$ cat src/rtl/rect_draw_pkg.sv
// Shared widths, colours, screen defaults and FSM encoding for the rectangle plotter.
package rect_draw_pkg;
  localparam int COORD_W       = 10;
  localparam int COLOUR_W      = 3;
  localparam int DEF_SCREEN_W  = 160;
  localparam int DEF_SCREEN_H  = 120;
  localparam logic [COLOUR_W-1:0] BLACK = 3'b000;

  typedef enum logic [1:0] {
    ST_IDLE = 2'd0,
    ST_DRAW = 2'd1,
    ST_DONE = 2'd2
  } state_t;
endpackage

$ cat src/rtl/rect_scan_counter.sv
// Raster-order cx/cy scan pair; last flags the final pixel (w_last, h_last) of a rectangle.
module rect_scan_counter
  import rect_draw_pkg::*;
(
  input  logic               clk,
  input  logic               resetn,
  input  logic               load,
  input  logic               advance,
  input  logic [COORD_W-1:0] w_last,
  input  logic [COORD_W-1:0] h_last,
  output logic [COORD_W-1:0] cx,
  output logic [COORD_W-1:0] cy,
  output logic               last
);

  assign last = (cx == w_last) && (cy == h_last);

  always_ff @(posedge clk or negedge resetn) begin
    if (!resetn) begin
      cx <= '0;
      cy <= '0;
    end else if (load) begin
      cx <= '0;
      cy <= '0;
    end else if (advance) begin
      if (cx == w_last) begin
        cx <= '0;
        cy <= cy + 1'b1;
      end else begin
        cx <= cx + 1'b1;
      end
    end
  end

endmodule

$ cat src/rtl/rect_draw.sv
// Filled-rectangle plotter: one go pulse becomes a w*h raster of clipped pixel writes.
// state   | meaning
// IDLE    | waiting for go; inputs latched on acceptance
// DRAW    | one pixel per cycle, clipped pixels still take their cycle
// DONE    | single-cycle done pulse, then back to IDLE
module rect_draw
  import rect_draw_pkg::*;
#(
  parameter int SCREEN_W = DEF_SCREEN_W,
  parameter int SCREEN_H = DEF_SCREEN_H
) (
  input  logic                clk,
  input  logic                resetn,
  input  logic                go,
  input  logic [COORD_W-1:0]  x_in,
  input  logic [COORD_W-1:0]  y_in,
  input  logic [COORD_W-1:0]  w_in,
  input  logic [COORD_W-1:0]  h_in,
  input  logic [COLOUR_W-1:0] colour_in,
  input  logic                erase,
  output logic                writeEn,
  output logic [COORD_W-1:0]  x_out,
  output logic [COORD_W-1:0]  y_out,
  output logic [COLOUR_W-1:0] colour,
  output logic                busy,
  output logic                done
);

  localparam logic [COORD_W:0] LIM_X = (COORD_W+1)'(SCREEN_W);
  localparam logic [COORD_W:0] LIM_Y = (COORD_W+1)'(SCREEN_H);

  state_t               state;
  logic [COORD_W-1:0]   x0, y0, w_last, h_last;
  logic [COLOUR_W-1:0]  col_l;
  logic [COORD_W-1:0]   cx, cy;
  logic                 last;
  logic                 accept;
  logic [COORD_W:0]     px, py;

  assign accept = (state == ST_IDLE) && go;
  // One extra bit so positions past 1023 clip instead of wrapping on-screen.
  assign px = {1'b0, x0} + {1'b0, cx};
  assign py = {1'b0, y0} + {1'b0, cy};

  rect_scan_counter u_scan (
    .clk     (clk),
    .resetn  (resetn),
    .load    (accept),
    .advance (state == ST_DRAW),
    .w_last  (w_last),
    .h_last  (h_last),
    .cx      (cx),
    .cy      (cy),
    .last    (last)
  );

  always_ff @(posedge clk or negedge resetn) begin
    if (!resetn) begin
      state   <= ST_IDLE;
      writeEn <= 1'b0;
      x_out   <= '0;
      y_out   <= '0;
      colour  <= '0;
      busy    <= 1'b0;
      done    <= 1'b0;
      x0      <= '0;
      y0      <= '0;
      w_last  <= '0;
      h_last  <= '0;
      col_l   <= '0;
    end else begin
      case (state)
        ST_IDLE: begin
          writeEn <= 1'b0;
          done    <= 1'b0;
          if (go) begin
            x0     <= x_in;
            y0     <= y_in;
            w_last <= w_in - 1'b1;
            h_last <= h_in - 1'b1;
            col_l  <= erase ? BLACK : colour_in;
            busy   <= 1'b1;
            state  <= (w_in == '0 || h_in == '0) ? ST_DONE : ST_DRAW;
          end
        end
        ST_DRAW: begin
          writeEn <= (px < LIM_X) && (py < LIM_Y);
          x_out   <= px[COORD_W-1:0];
          y_out   <= py[COORD_W-1:0];
          colour  <= col_l;
          if (last) state <= ST_DONE;
        end
        ST_DONE: begin
          writeEn <= 1'b0;
          done    <= 1'b1;
          busy    <= 1'b0;
          state   <= ST_IDLE;
        end
        default: state <= ST_IDLE;
      endcase
    end
  end

endmodule

$ cat config.mk
export PLATFORM = sky130hd
export DESIGN_NAME = rect_draw
export DESIGN_NICKNAME = d
export VERILOG_FILES = /design/src/rtl/rect_draw_pkg.sv /design/src/rtl/rect_scan_counter.sv /design/src/rtl/rect_draw.sv
export SDC_FILE = /design/constraint.sdc
export NUM_CORES = 1
export LEC_CHECK = 0
export ABC_AREA = 1
export CORE_MARGIN = 5
export CORE_UTILIZATION = 60
export DETAILED_ROUTE_END_ITERATION = 6
export PLACE_DENSITY = 0.93
export SYNTH_ARGS = -nofsm -noshare
export SYNTH_HDL_FRONTEND = slang
export SYNTH_SLANG_ARGS = --single-unit
$ cat constraint.sdc
create_clock -name clk -period 4.1 [get_ports clk]
set_input_delay 1.23 -clock clk [delete_from_list [all_inputs] [get_ports clk]]
set_output_delay 1.23 -clock clk [all_outputs]
set_load 0.01 [all_outputs]
==> results.tsv <==
stage	metric	value	unit
critical_path	CP arrival	2.76	ns
critical_path	startpoint types	input port	
clock_network	hold_buf cts	0	
synth	Async SR Flop Fraction	100.0	%
global_route	Tot GR Track Use	23.32	%
floorplanning	die area	0.01100	mm^2
sta	final hold violation count	0	
synth	Mapped Nets	804	
placed_design	GPL Wtd Cong	0.8563	
floorplanning	row cnt	34	
critical_path	Critical path origin	h_in[0]	
synth	main flop type after synthesis	dfrtp_1	
critical_path	WP data required	4.33	ns
detailed_routing	# DRC	0	
detailed_routing	WL final	12490	um
hold_path	Min-Delay Path Class	reg2reg	
sta	min cycle time layout	2.527	ns
placed_design	pre-CTS setup slack	1.165	ns
pwr	P per Cell Area	595.1	mW/mm^2
clock_network	Root Buffer	clkbuf_8	
sta	Slew headroom	26.58	%
pwr	Worst IR Drop VDD	0.0002555	V
final_layout	Finished Layout Cells	910	
clock_network	H-tree depth	3	
global_route	GR Overflow Total	0	
final_layout	commonest non-fill, non-tap cells in the layout	nand2_1 (252), dfrtp_1 (91), inv_1 (82)	
detailed_routing	wire per inst	13.72	um
placed_design	total placed cells including tap cells	895	
detailed_routing	DR vias/cell	5.470	
final_layout	antenna cells	0	
final_layout	Layout Nets	871	
clock_network	CTS sink count	91	
global_route	number of global-route vias before repair	4808	
detailed_routing	Detailed Routing Iterations Pass 1	5	
global_route	largest net degree at the start of global routing	92	
detailed_routing	Detailed Route Iter0 Violations	305	
clock_network	CTS clk-pin slew, worst paths	0.08	ns
pwr	Pleak	3.258	nW
synth	register area share after synthesis	42.16	%
critical_path	reg2reg start	state[1]$_DFFE_PN0P_	
floorplanning	chip width	104.9	um
hold_path	Hold Crit Start	x_out[1]$_DFFE_PN0P_	
critical_path	CP Max Fanout	4	
floorplanning	Die Y	104.9	um
job	max-cap viol count	0	
synth	Synth Warn #	0	
critical_path	Worst setup EP type	flip-flop	
floorplanning	number of top-level pins	73	
synth	synth unique cells	38	
sta	f_max	395.7	MHz
detailed_routing	antenna-violating nets left	0	
synth	Post-Syn Area	0.005401	mm^2
detailed_routing	vias post-DR	4978	
sta	fin crit share	61.63	%
clock_network	Post CTS Setup Buffer Count	0	
final_layout	commonest non-fill, non-tap cell in the layout	nand2_1	
synth	syn avg cell area	7.389	um^2
critical_path	Setup CP Type	in2reg	
sta	Setup TNS	0	ns
placed_design	PortBufs	72	
final_layout	share of cells above drive strength 1	4.364	%
floorplanning	Initial Util	61.64	%
sta	unrepaired setup endpoints after global routing	false	
synth	Syn Inst Count	731	
clock_network	Bufs on Longest Clock Path	2	
sta	Fin Clk Skew	0.007937	ns
sta	worst slew pin tran	1.101	ns
global_route	first-pass GRT wire length	21490	um
sta	PnR worst setup slack	1.573	ns
clock_network	CTS tree	yes	
sta	Pins Over Slew Limit	0	
clock_network	CTS-repair resized insts	0	
sta	Final setup viols	0	
placed_design	DP Wirelength	9189	um
synth	number of flops mapped to enable cells by yosys	0	
global_route	initial antenna violation count	0	
synth	Seq cells post-synth	91	
outcome	status	completed	
clock_network	total CTS buffers	9	
final_layout	Area Overhead vs Synth	18.28	%
floorplanning	Core ar.	0.008763	mm^2
final_layout	final core utilization	72.90	%
clock_network	Skew-Pair Late Insertion Delay	0.37	ns
registers in the layout (all words and copies together) (netlist names):
signal / flops
state: 2
col_l: 3
x0: 10
done: 1
h_last: 10
busy: 1
u_scan.cy: 10
writeEn: 1
w_last: 10
colour: 3
y0: 10
y_out: 10
u_scan.cx: 10
x_out: 10
power breakdown:
part	switching, W	internal [W]
registers	0.000260	0.00122
logic	0.000933	0.000738
clock network	0.000314	0.000339
total	0.00151	0.00229
path summary, 6_finish.rpt:
path	endpoint	slack (ns)	depth (start not counted)
worst max-delay path	state[0]$_DFFE_PN0P_	1.57	8
worst min-delay path	x_out[1]$_DFFE_PN0P_	0.49	2
worst max register to register	u_scan.cx[2]$_DFFE_PN0P_	1.71	9
worst min register to register	x_out[1]$_DFFE_PN0P_	0.49	2
max in group asynchronous	colour[1]$_DFFE_PN0P_	2.33	1
min in group asynchronous	w_last[0]$_DFFE_PN0P_	1.08	1
per-stage QoR:
| step | power (W) | instance area, um^2 | hold WS [ns] |
|---|---|---|---|
| finish | 0.003802 | 6389 | 0.4853 |
| global route | 0.004109 | 6389 | 0.5221 |
| CTS | 0.003796 | 6389 | 0.4925 |
| detailed placement | 0.003129 | 6182 | 0.4718 |
| global placement | 0.003022 | 6182 | 0.4645 |
| floorplan | 0.002549 | 5401 | 0.4553 |
final cells by class:
class                      instances  area (um^2)
multi-input combinational        536         2710
fill                             664         2375
sequential                        91         2277
timing repair buffer              75        740.7
tap                              108        135.1
clock inverter                     5        78.83
clock buffer                      10        127.6
inverter                          85        319.1
per-layer routing:
metal	vias to the layer above	part of all wire [%]	track usage, %
met4	0	2.2	8.493
met1	2333	44	30.31
li1	2459	-	-
met3	25	5.1	4.069
met2	161	49	39.21
met5	-	0	0
worst max-delay path, cell delays in order:
cell             delay, ns
clkdlybuf4s50_1       0.45
inv_1                 0.08
ha_1                  0.18
nand3_1               0.14
nor4_1                0.35
nand2_1               0.08
o21ai_0               0.12
o21ai_0               0.12
kinds of logic after synthesis:
group                    count (synthesis)  synth area share, %
AO/OA/AOI/OAI                           81                7.876
XOR/XNOR                                27                4.378
buffers and inverters                  104                7.667
multiplexers                             2               0.3706
flip-flops                              91                42.16
AND/OR/NAND/NOR                        400                31.25
adder cells (fa/ha/maj)                 26                6.301
cells in the mapped netlist (3+ instances only):
master,instances,area share (%)
nand2_1,252,18
dfrtp_1,91,42
inv_1,82,5.7
nor2_1,62,4.3
o21ai_0,52,4.8
nand3_1,47,4.4
ha_1,24,5.6
xor2_1,19,3.1
a21oi_1,14,1.3
clkbuf_1,12,0.83
nand4_1,11,1.3
xnor2_1,8,1.3
a31oi_1,6,0.70
nor3_1,6,0.56
or2_2,4,0.46
buf_2,3,0.28
clkbuf_2,3,0.28
inv_2,3,0.21
nand2_2,3,0.35
nand3b_1,3,0.42
o21ai_1,3,0.28
(Power assumes the default switching activity.)
